**src/rtl/i2s_sample_fifo_pkg.sv**
```systemverilog
// Shared types and constants for the I2S sample FIFO slice.
// Latency: n/a (declarations only).
// Backpressure: n/a.
package i2s_pkg;

  localparam int DEFAULT_DATA_SIZE = 16;
  localparam int OVF_CNT_W         = 16;

  // Sample type at the default receiver width; wider builds use their own DATA_SIZE.
  typedef logic [DEFAULT_DATA_SIZE-1:0] sample_t;

  localparam logic [OVF_CNT_W-1:0] OVF_CNT_MAX = {OVF_CNT_W{1'b1}};

endpackage

```
**src/rtl/i2s_sample_fifo_core.sv**
```systemverilog
// sync_fifo_core: power-of-two register-array FIFO with extended pointers and level.
// Latency: written word visible on rd_data the cycle after the push edge (FWFT).
// Backpressure: caller qualifies push/pop; core trusts them (no internal guarding).
// Ports: clk/rst (sync, active high); push/wr_data write side; pop/rd_data read side;
//        empty/full flags; level (registered occupancy) and level_next (its D input).
module sync_fifo_core #(
  parameter int DATA_SIZE = 16,
  parameter int DEPTH     = 64
) (
  input  logic                       clk,
  input  logic                       rst,
  input  logic                       push,
  input  logic [DATA_SIZE-1:0]       wr_data,
  input  logic                       pop,
  output logic [DATA_SIZE-1:0]       rd_data,
  output logic                       empty,
  output logic                       full,
  output logic [$clog2(DEPTH):0]     level,
  output logic [$clog2(DEPTH):0]     level_next
);
  localparam int AW = $clog2(DEPTH);
  localparam int PW = AW + 1;

  logic [PW-1:0]        wr_ptr_q, wr_ptr_d;
  logic [PW-1:0]        rd_ptr_q, rd_ptr_d;
  logic [PW-1:0]        level_q, level_d;
  logic [DATA_SIZE-1:0] mem_q [DEPTH];

  // Extra pointer MSB separates the full case from the empty case.
  assign empty   = (wr_ptr_q == rd_ptr_q);
  assign full    = (wr_ptr_q[AW-1:0] == rd_ptr_q[AW-1:0]) && (wr_ptr_q[AW] != rd_ptr_q[AW]);
  assign rd_data = mem_q[rd_ptr_q[AW-1:0]];

  always_comb begin
    wr_ptr_d = wr_ptr_q;
    rd_ptr_d = rd_ptr_q;
    level_d  = level_q;
    if (push) wr_ptr_d = wr_ptr_q + PW'(1);
    if (pop)  rd_ptr_d = rd_ptr_q + PW'(1);
    case ({push, pop})
      2'b10:   level_d = level_q + PW'(1);
      2'b01:   level_d = level_q - PW'(1);
      default: level_d = level_q;
    endcase
  end

  always_ff @(posedge clk) begin
    if (rst) begin
      wr_ptr_q <= '0;
      rd_ptr_q <= '0;
      level_q  <= '0;
    end else begin
      wr_ptr_q <= wr_ptr_d;
      rd_ptr_q <= rd_ptr_d;
      level_q  <= level_d;
    end
  end

  // Storage is deliberately not reset; stale words are hidden by the pointers.
  always_ff @(posedge clk) begin
    if (push) mem_q[wr_ptr_q[AW-1:0]] <= wr_data;
  end

  assign level      = level_q;
  // Reset forces level to zero, so the watermark flop must see that too.
  assign level_next = rst ? '0 : level_d;

endmodule

```
**src/rtl/i2s_sample_fifo.sv**
```systemverilog
// i2s_sample_fifo: buffers strobed PCM samples onto a valid/ready stream with level/watermark/overflow.
// Latency: 1 cycle strobe-to-out_valid into an empty FIFO (first-word fall-through).
// Backpressure: strobe cannot stall; a strobe while full with no pop is dropped and flagged.
// Ports: clk, rst (sync, active high); in_valid/in_data strobe input; out_valid/out_ready/out_data
//        stream output; level, almost_full; overflow (sticky), overflow_clr, overflow_count.
// Build option: define I2S_FIFO_STATS_EN to get a saturating dropped-sample counter.
module i2s_sample_fifo
  import i2s_pkg::*;
#(
  parameter int DATA_SIZE = DEFAULT_DATA_SIZE,
  parameter int DEPTH     = 64,
  parameter int WATERMARK = 48
) (
  input  logic                   clk,
  input  logic                   rst,
  input  logic                   in_valid,
  input  logic [DATA_SIZE-1:0]   in_data,
  output logic                   out_valid,
  input  logic                   out_ready,
  output logic [DATA_SIZE-1:0]   out_data,
  output logic [$clog2(DEPTH):0] level,
  output logic                   almost_full,
  output logic                   overflow,
  input  logic                   overflow_clr,
  output logic [OVF_CNT_W-1:0]   overflow_count
);
  localparam int LW = $clog2(DEPTH) + 1;

  logic          empty, full, push, pop, drop;
  logic [LW-1:0] level_next;
  logic          almost_full_q, almost_full_d;
  logic          overflow_q, overflow_d;

  assign pop  = !empty && out_ready;
  // A pop in the same cycle frees a slot, so a full FIFO can still accept.
  assign push = in_valid && (!full || pop);
  assign drop = in_valid && full && !pop;

  sync_fifo_core #(
    .DATA_SIZE (DATA_SIZE),
    .DEPTH     (DEPTH)
  ) u_core (
    .clk        (clk),
    .rst        (rst),
    .push       (push),
    .wr_data    (in_data),
    .pop        (pop),
    .rd_data    (out_data),
    .empty      (empty),
    .full       (full),
    .level      (level),
    .level_next (level_next)
  );

  always_comb begin
    almost_full_d = (level_next >= LW'(WATERMARK));
    overflow_d    = overflow_q;
    if (overflow_clr) overflow_d = 1'b0;
    if (drop)         overflow_d = 1'b1;  // set beats clear
  end

  always_ff @(posedge clk) begin
    if (rst) begin
      almost_full_q <= 1'b0;
      overflow_q    <= 1'b0;
    end else begin
      almost_full_q <= almost_full_d;
      overflow_q    <= overflow_d;
    end
  end

  assign out_valid   = !empty;
  assign almost_full = almost_full_q;
  assign overflow    = overflow_q;

`ifdef I2S_FIFO_STATS_EN
  logic [OVF_CNT_W-1:0] ovf_cnt_q, ovf_cnt_d;

  always_comb begin
    ovf_cnt_d = ovf_cnt_q;
    if (overflow_clr)
      ovf_cnt_d = drop ? OVF_CNT_W'(1) : '0;
    else if (drop && ovf_cnt_q != OVF_CNT_MAX)
      ovf_cnt_d = ovf_cnt_q + OVF_CNT_W'(1);
  end

  always_ff @(posedge clk) begin
    if (rst) ovf_cnt_q <= '0;
    else     ovf_cnt_q <= ovf_cnt_d;
  end

  assign overflow_count = ovf_cnt_q;
`else
  assign overflow_count = '0;
`endif

endmodule

```
**config.mk**
```make
export PLATFORM = sky130hd
export DESIGN_NAME = i2s_sample_fifo
export DESIGN_NICKNAME = d
export VERILOG_FILES = /design/src/rtl/i2s_sample_fifo_pkg.sv /design/src/rtl/i2s_sample_fifo_core.sv /design/src/rtl/i2s_sample_fifo.sv
export SDC_FILE = /design/constraint.sdc
export NUM_CORES = 1
export LEC_CHECK = 0
export BUFFER_PORTS_ARGS = -buffer_cell sky130_fd_sc_hd__buf_4
export CORE_MARGIN = 1.5
export CORE_UTILIZATION = 27
export CTS_CLUSTER_SIZE = 16
export DETAILED_ROUTE_END_ITERATION = 12
export SLEW_MARGIN = 5
export SYNTH_ARGS = -nofsm -noshare
export SYNTH_HDL_FRONTEND = slang
export SYNTH_SLANG_ARGS = --single-unit
```
**constraint.sdc**
```tcl
create_clock -name clk -period 3.8 [get_ports clk]
set_clock_uncertainty 0.05 [all_clocks]
set_input_delay 0.76 -clock clk [delete_from_list [all_inputs] [get_ports clk]]
set_output_delay 0.76 -clock clk [all_outputs]
set_load 0.02 [all_outputs]
```
=== Word level (Yosys, flattened, before mapping) ===
Memories as Yosys holds them, arrays and structs flattened. A register that Yosys moved wholly into a read port is not among the register bits.
Cells that the tools add are included.

* Multiplexer cells: 8
* Reductions and logical operators: 10
* $add $sub $neg: 4
* $lt $le $gt $ge: 1
* Equality and inequality tests: 5

{| class="wikitable"
|+ Operators by type and width
! kind !! count
|-
| 7-bit by 1-bit adder with 7-bit output, second input constant || 3
|-
| 7-bit one-hot mux with 2 select lines || 1
|-
| 6-bit two-way mux || 2
|-
| 7-bit equality test || 1
|-
| 7-bit by 6-bit greater-or-equal comparator with 1-bit output, second input constant || 1
|-
| 7-bit two-way mux || 1
|-
| 7-bit by 1-bit subtractor with 7-bit output, second input constant || 1
|-
| 6-bit equality test || 1
|-
| 1-bit logical AND || 5
|-
| 1-bit two-way mux || 4
|-
| 1-bit zero test || 3
|-
| 2-bit by 1-bit equality test with 1-bit output, second input constant || 1
|-
| 2-bit equality test, second input constant || 1
|-
| 2-bit nonzero test || 1
|-
| 1-bit logical OR || 1
|-
| 1-bit != test || 1
|}

* Bits in registers: 23
* Word-level logic and storage cells: 34
* Memories: 1
* Bits in writable memories: 1,024
* Input port bits: 21

{| class="wikitable"
|+ Memory list
! name !! words !! bits a word !! read ports !! clocked after memory_dff !! write ports !! RTL line !! RTL
|-
| u_core.mem_q || 64 || 16 || 1 || 1 || 1 || i2s_sample_fifo_core.sv:27 || <nowiki>logic [DATA_SIZE-1:0] mem_q [DEPTH];</nowiki>
|}

=== Logic depth before layout (Yosys ltp) ===
Gate-level depths: netlist of run 1.

* Word-level depth: 9
* Depth in mapped cells: 11
* Mapped depth without buffers: 10

=== Hierarchy ===
A second synthesis of run 1 with hierarchy kept.

* Cells, all modules: 1,944
* Area total of the unflattened synthesis: 40,925.5 sq um

{| class="wikitable"
|+ By module, submodules not included
! module !! sequential area each (sq um) !! instances !! cells an instance !! area each (sq um)
|-
| sync_fifo_core || 31,290.0 || 1 || 1,916 || 40,707.8
|-
| i2s_sample_fifo || 40.0 || 1 || 28 || 217.7
|}

=== Worst setup path before layout of run 1 ===
No wires, ideal clock.

* Kind: reg2out
* Start point: register (tool-made name)
* End point: output out_data[10]
* Path buffers: 3
* Slack: 0.842 ns
* Data arrival time: 2.148 ns
* Cell stages (with the launch flop): 8
* Cells stage by stage: dfxtp_1 -> buf_2 -> buf_6 -> buf_2 -> mux4_2 -> mux4_2 -> a22oi_1 -> nand2_1

{| class="wikitable"
|+ RTL lines
! element !! RTL line !! RTL
|-
| end: declaration || i2s_sample_fifo.sv:20 || <nowiki>output logic [DATA_SIZE-1:0] out_data,</nowiki>
|}

==> flow_summary.json, run 1 <==
{
  "drtIter0Drc": 2071,
  "peakVddDrop_mv": 0.315,
  "synth_flop_cell": "edfxtp_1",
  "dp_slack_ns": 0.166,
  "critPathKind": "flip-flop to primary output",
  "crit_arrival_ns": 3.17,
  "grt_pass1_wl_um": 142000,
  "routabilityCongestion": 0.752,
  "rsz0062_at_grt": "yes",
  "max_slew_margin": 0.329,
  "required_ns": 2.99,
  "via_per_inst": 4.71,
  "synthArstFlopShare": 0,
  "postCtsHoldBufs": 0,
  "synth_cells": 1744,
  "p_sw_uw": 6090,
  "path_buf_inv": 5,
  "rrSetupSlack_ns": 0.41,
  "power_frac_seq": 0.475,
  "drt_pass1_iterations": 5,
  "critPathMaxFanout": 8,
  "violations": "negative setup slack",
  "cts_buffers": 105,
  "p_comb_frac": 0.147,
  "synth_edf_count": 1024,
  "fin_crit_sh": 1.05,
  "nets": 2013,
  "max_stage_delay_ns": 0.59,
  "crit_chain": "buf_12 -> buf_16 -> buf_12 -> mux4_2 -> mux4_2 -> a22oi_2 -> buf_6 -> nand2_4 -> buf_6",
  "multi_input_area_um2": 9050,
  "endpoint_kind": "primary output",
  "die_area_um2": 153000,
  "first_global_vias": 19839,
  "row_count": 142,
  "setup_tns_ns": -1.97,
  "critical_path.top_delay_family": "multiplexers",
  "setup_viol": 16,
  "slowest_stage": "mux4_2",
  "cp.depth": 9,
  "die_w_um": 391,
  "wl_per_cell_um": 24.6,
  "regArea_um2": 31300,
  "finalMaxSlewViolations": 0,
  "drt_wl_total_um": 101000,
  "synth.distinct_cells": 44,
  "die_h_um": 391,
  "worst_pin_slew_ns": 1.01,
  "vias": 19297,
  "clockRootBuffer": "clkbuf_16",
  "hpwl_um": 56000,
  "fill_cells": 14002,
  "ant_nets": 0,
  "hp-class": "primary input to flip-flop",
  "ctsHtreeMaxLevel": 3,
  "finalWorstSetupSlack_ns": -0.181,
  "syn2layout_area_growth_pct": 20.5,
  "p_total_uw": 27100,
  "finalInstanceArea_um2": 48900,
  "clk_pin_slew_ns": 0.06,
  "clk_latency_ns": 0.66,
  "p_leak_uw": 0.0148,
  "synth_seq_cells": 1053,
  "grt_max_degree": 65,
  "finalHoldViolations": 0,
  "io_buffers": 46,
  "core_um2": 150000,
  "syn_avg_cell_area_um2": 23.3,
  "antenna_found_initial": 5,
  "drive_above_1_share": 0.386,
  "whs_ns": 0.304,
  "period_needed_ns": 3.98,
  "intPower_uw": 21000,
  "cts_tree": "yes",
  "grt_util_all_layers": 0.129,
  "initial_utilization": 0.271,
  "place_area_um2": 44400,
  "clock-sinks": 1053,
  "p_sw_frac": 0.225,
  "status": "finished, violations left",
  "min_path_cells": 3,
  "clock_path_buffers": 3,
  "yosys_warnings": 0,
  "power_density_nw_per_um2": 553,
  "cp-start-kind": "flip-flop",
  "seq_area_frac_synth": 0.772,
  "fmax_ghz": 0.251,
  "p_clk_frac": 0.379,
  "synth_area_um2": 40600,
  "grt-ovfl-total": 0,
  "ff2ff_path_depth": 10,
  "drv_cap": 0,
  "num_io_pins": 63,
  "drc": 0
}
[layer usage]
metal / share of wire / up-vias / wire (um) / GRT usage
li1: - / 7887 / - / -
met1: 0.40 / 10480 / 39900 / 0.166
met2: 0.51 / 795 / 51400 / 0.224
met3: 0.063 / 135 / 6380 / 0.0165
met4: 0.030 / 0 / 2970 / 0.0470
met5: 0 / - / 0 / 0
[stage by stage]
stage	utilization	std cells
global route	0.327	4088
detailed placement	0.297	3846
global placement	0.297	3846
finish	0.327	4096
floorplan	-	1759
CTS	0.325	4072
[kinds of logic after synthesis]
group                    share of synthesized area
XOR/XNOR                                   0.00474
multiplexers                                 0.179
adder cells (fa/ha/maj)                    0.00265
AO/OA/AOI/OAI                               0.0103
AND/OR/NAND/NOR                             0.0172
flip-flops                                   0.772
other                                    0.0000923
buffers and inverters                       0.0146
[final timing paths]
| check | startpoint | to |
|---|---|---|
| worst max-delay path | flip-flop | out_data[7] |
| worst min-delay path | overflow_clr | overflow$_SDFFE_PP0P_ |
| worst max register to register | u_core.wr_ptr_q[4]$_SDFFE_PP0P_ | almost_full$_SDFF_PP0_ |
| worst min register to register | overflow$_SDFFE_PP0P_ | overflow$_SDFFE_PP0P_ |
[power by group through the flow]
stage          clock network (uW)  logic, uW  registers (uW)
3_5_place_dp                    0       3300           13100
5_1_grt                     10800       4200           12900
6_report                    10300       3970           12900
3_3_place_gp                    0       3220           13100
2_1_floorplan                   0       2200           13100
4_1_cts                     10400       3890           12900
[worst reg2reg max path: stages, from the launching register on]
cell and delay [ns]:
dfxtp_1 0.65, xnor2_1 0.21, nand4_1 0.19, o211a_1 0.40
fa_1 0.49, a211o_1 0.30, a21oi_1 0.27, o21ai_0 0.16
o2111ai_1 0.12, nand3b_1 0.14, a311o_1 0.34
[flip-flops by register name (all words and copies together), names as in the netlist, named ones only]
signal	count
u_core.mem_q	1024
u_core.level	7
u_core.rd_ptr_q	7
u_core.wr_ptr_q	7
almost_full	1
overflow	1
[placed cells by master, fill, tap and decap left out, types with 3 or more instances in the layout]
| cell | n |
|---|---|
| a211oi_1 | 3 |
| a21oi_1 | 6 |
| a22oi_1 | 5 |
| a22oi_2 | 27 |
| buf_12 | 25 |
| buf_16 | 16 |
| buf_4 | 150 |
| buf_6 | 28 |
| bufinv_16 | 10 |
| clkbuf_1 | 22 |
| clkbuf_16 | 115 |
| clkinv_1 | 14 |
| clkinv_2 | 26 |
| clkinvlp_4 | 5 |
| conb_1 | 16 |
| dfxtp_1 | 25 |
| dfxtp_4 | 4 |
| diode_2 | 9 |
| edfxtp_1 | 1024 |
| ha_1 | 7 |
| inv_1 | 9 |
| inv_6 | 3 |
| mux2i_1 | 6 |
| mux4_2 | 320 |
| nand2_1 | 17 |
| nand2_2 | 10 |
| nand2_4 | 4 |
| nand3_1 | 8 |
| nand3b_1 | 4 |
| nand4_1 | 3 |
| nor2_1 | 47 |
| nor2_2 | 45 |
| nor2b_1 | 6 |
| nor3_1 | 3 |
| o211ai_1 | 3 |
| o21ai_0 | 3 |
| xnor2_1 | 18 |
| xor2_1 | 4 |
[layout make-up]
| class | instances | share of cell area |
|---|---|---|
| flip-flops and latches | 1053 | 0.640 |
| multi-input cells | 590 | 0.185 |
| clock buffers | 135 | 0.0590 |
| repair buffers | 225 | 0.0517 |
| well taps | 2016 | 0.0515 |
| clock inverters | 59 | 0.0113 |
| inverters | 9 | 0.000690 |
| diodes | 9 | 0.000460 |
[timing repair]
action                     4_1_cts  5_1_grt
pin swaps                        6       16
setup endpoints to repair       16       16
gates resized for setup         74       24
buffers inserted                24       13
cloned                           8        4
[synth_stat cells (4+ instances only)]
cell type | number | share of area
a21oi_1 | 6 | 0.00074
a22oi_1 | 32 | 0.0059
buf_1 | 10 | 0.00092
buf_2 | 17 | 0.0021
buf_4 | 30 | 0.0055
clkbuf_1 | 47 | 0.0043
dfxtp_1 | 29 | 0.014
edfxtp_1 | 1024 | 0.76
ha_1 | 7 | 0.0022
inv_1 | 9 | 0.00083
mux2i_1 | 6 | 0.0015
mux4_2 | 320 | 0.18
nand2_1 | 31 | 0.0029
nand3_1 | 8 | 0.00099
nand3b_1 | 4 | 0.00074
nor2_1 | 92 | 0.0085
nor2b_1 | 8 | 0.0012
xnor2_1 | 18 | 0.0039
xor2_1 | 4 | 0.00086
(Power assumes the default switching activity.)
==> run 2, diff against run 1 <==
==> constraint.sdc (replaced) <==
create_clock -name clk -period 5.2 [get_ports clk]
set_clock_uncertainty 0.05 [all_clocks]
set_input_delay 1.04 -clock clk [delete_from_list [all_inputs] [get_ports clk]]
set_output_delay 1.04 -clock clk [all_outputs]
set_load 0.02 [all_outputs]
==> run 2 against run 1 <==
- the flow now finishes without violations
- hold slack better by 0.14 ns
- first-iteration DRC count barely moved
- sequential power fell by 27%
- combinational power decreased by 43%
- highest routed layer is now met5
- design area fell by 2.8%
- register-to-register slack improved by 0.96 ns
- total power is 29% lower
- via count decreased by 2.1%
- critical path depth down 2
- wire length decreased by 3.5%
- setup slack improved by 0.44 ns
- count of clock-buffer cells in the layout unchanged
==> flow_summary.json, run 2 (synthesized netlist as in run 1, its figures left out) <==
{
  "hpwl_um": 56300,
  "drive_above_1_share": 0.348,
  "cts_tree": "yes",
  "rrSetupSlack_ns": 1.37,
  "clk_latency_ns": 0.66,
  "finalHoldViolations": 0,
  "wl_per_cell_um": 24.1,
  "min_to": "overflow$_SDFFE_PP0P_",
  "vias": 18900,
  "min_path_cells": 2,
  "dp.cells": 3839,
  "drt_pass1_iterations": 5,
  "row_count": 142,
  "layout_common_cells": "edfxtp_1, mux4_2, buf_4",
  "multi_input_area_um2": 8860,
  "crit_arrival_ns": 3.85,
  "grt_util_all_layers": 0.126,
  "largest_reg_flops": 1024,
  "drc": 0,
  "initial_utilization": 0.271,
  "status": "finished clean",
  "grt_max_degree": 65,
  "ant_nets": 0,
  "drt_wl_total_um": 97200,
  "finalNonFillerCells": 4034,
  "regToRegStartpoint": "u_core.wr_ptr_q[3]$_SDFFE_PP0P_",
  "timing.rr.end": "u_core.mem_q[39][0]$_DFFE_PP_",
  "finalWorstSetupSlack_ns": 0.255,
  "die_w_um": 391,
  "post_cts_buffers": 0,
  "first_global_vias": 19663,
  "endpoint_kind": "primary output",
  "critPathKind": "flip-flop to primary output",
  "finalMaxSlewViolations": 0,
  "postCtsHoldBufs": 0,
  "io_buffers": 46,
  "ff2ff_path_depth": 6,
  "min-delay-start": "overflow$_SDFFE_PP0P_",
  "die_h_um": 391,
  "fill_cells": 14131,
  "required_ns": 4.11,
  "critPathMaxFanout": 21,
  "power_density_nw_per_um2": 404,
  "mostFrequentLayoutCell": "edfxtp_1",
  "setup_viol": 0,
  "setup_tns_ns": 0,
  "num_io_pins": 63,
  "rsz0062_at_grt": "no",
  "drtIter0Drc": 2073,
  "syn2layout_area_growth_pct": 17.1,
  "die_area_um2": 153000,
  "fmax_ghz": 0.202,
  "via_per_inst": 4.69,
  "peakVddDrop_mv": 0.239,
  "clock-sinks": 1053,
  "dp_slack_ns": 0.907,
  "cts_buffers": 105,
  "cts_resized": 0,
  "ctsHtreeMaxLevel": 3,
  "max_slew_margin": 0.160,
  "p_leak_uw": 0.0143,
  "cp-start-kind": "flip-flop",
  "clk_pin_slew_ns": 0.06,
  "nets": 1959,
  "clock_path_buffers": 3,
  "drv_cap": 0,
  "clockRootBuffer": "clkbuf_16",
  "regArea_um2": 31300,
  "antenna_found_initial": 7,
  "whs_ns": 0.449,
  "worst_pin_slew_ns": 1.25,
  "core_um2": 150000,
  "period_needed_ns": 4.94,
  "routabilityCongestion": 0.785,
  "grt-ovfl-total": 0,
  "hp-class": "flip-flop to flip-flop",
  "fin_crit_sh": 0.951,
  "grt_pass1_wl_um": 139000
}
-- run 2: changes by cell type in the layout (fill, tap and decap cells not counted), moves of 4 or more --
cell and delta:
a22oi_1 +27, a22oi_2 -27, buf_12 -18, buf_16 -16
buf_4 +14, buf_6 -28, clkbuf_16 -4, diode_2 -8
nand2_1 +14, nand2_2 -10, nand2_4 -4
-- run 2: layer usage --
layer	up-vias	track usage	wire (um)
met1	10281	0.165	39600
li1	7743	-	-
met5	-	0	13
met3	151	0.0231	6530
met4	2	0.0415	2930
met2	723	0.210	48200
-- run 2: worst max path at each step --
stage	from	endpoint
after floorplan	flip-flop	out_data[10]
after global placement	flip-flop	out_data[13]
after detailed placement	flip-flop	out_data[13]
after CTS	flip-flop	out_data[13]
after global routing	flip-flop	out_data[0]
final	flip-flop	out_data[1]
-- run 2: layout make-up --
class,count,area share
Tap cell,2016,0.0530
Timing Repair Buffer,171,0.0288
Antenna cell,1,0.0000526
Clock inverter,59,0.0115
Multi-Input combinational cell,590,0.186
Clock buffer,135,0.0607
Sequential cell,1053,0.659
Inverter,9,0.000710
-- run 2: worst max-delay path: stages (launching register included) --
cell,delay (ns)
dfxtp_4,0.66
buf_12,0.27
buf_4,0.20
mux4_2,0.51
mux4_2,0.51
a22oi_1,0.56
nand2_1,0.22
buf_4,0.22
-- run 2: stage by stage --
step                      total power (uW)   util  cell area [um2]
after floorplan                      11200      -            40700
after global placement               11900  0.295            44100
after detailed placement             11900  0.295            44100
after CTS                            19400  0.318            47600
after global routing                 19800  0.318            47600
final                                19200  0.318            47600
-- run 2: power breakdown --
group / total (uW) / internal, uW / switching [uW]
Clock: 7500 / 4400 / 3100
Sequential: 9440 / 9360 / 80.5
Combinational: 2280 / 1150 / 1130
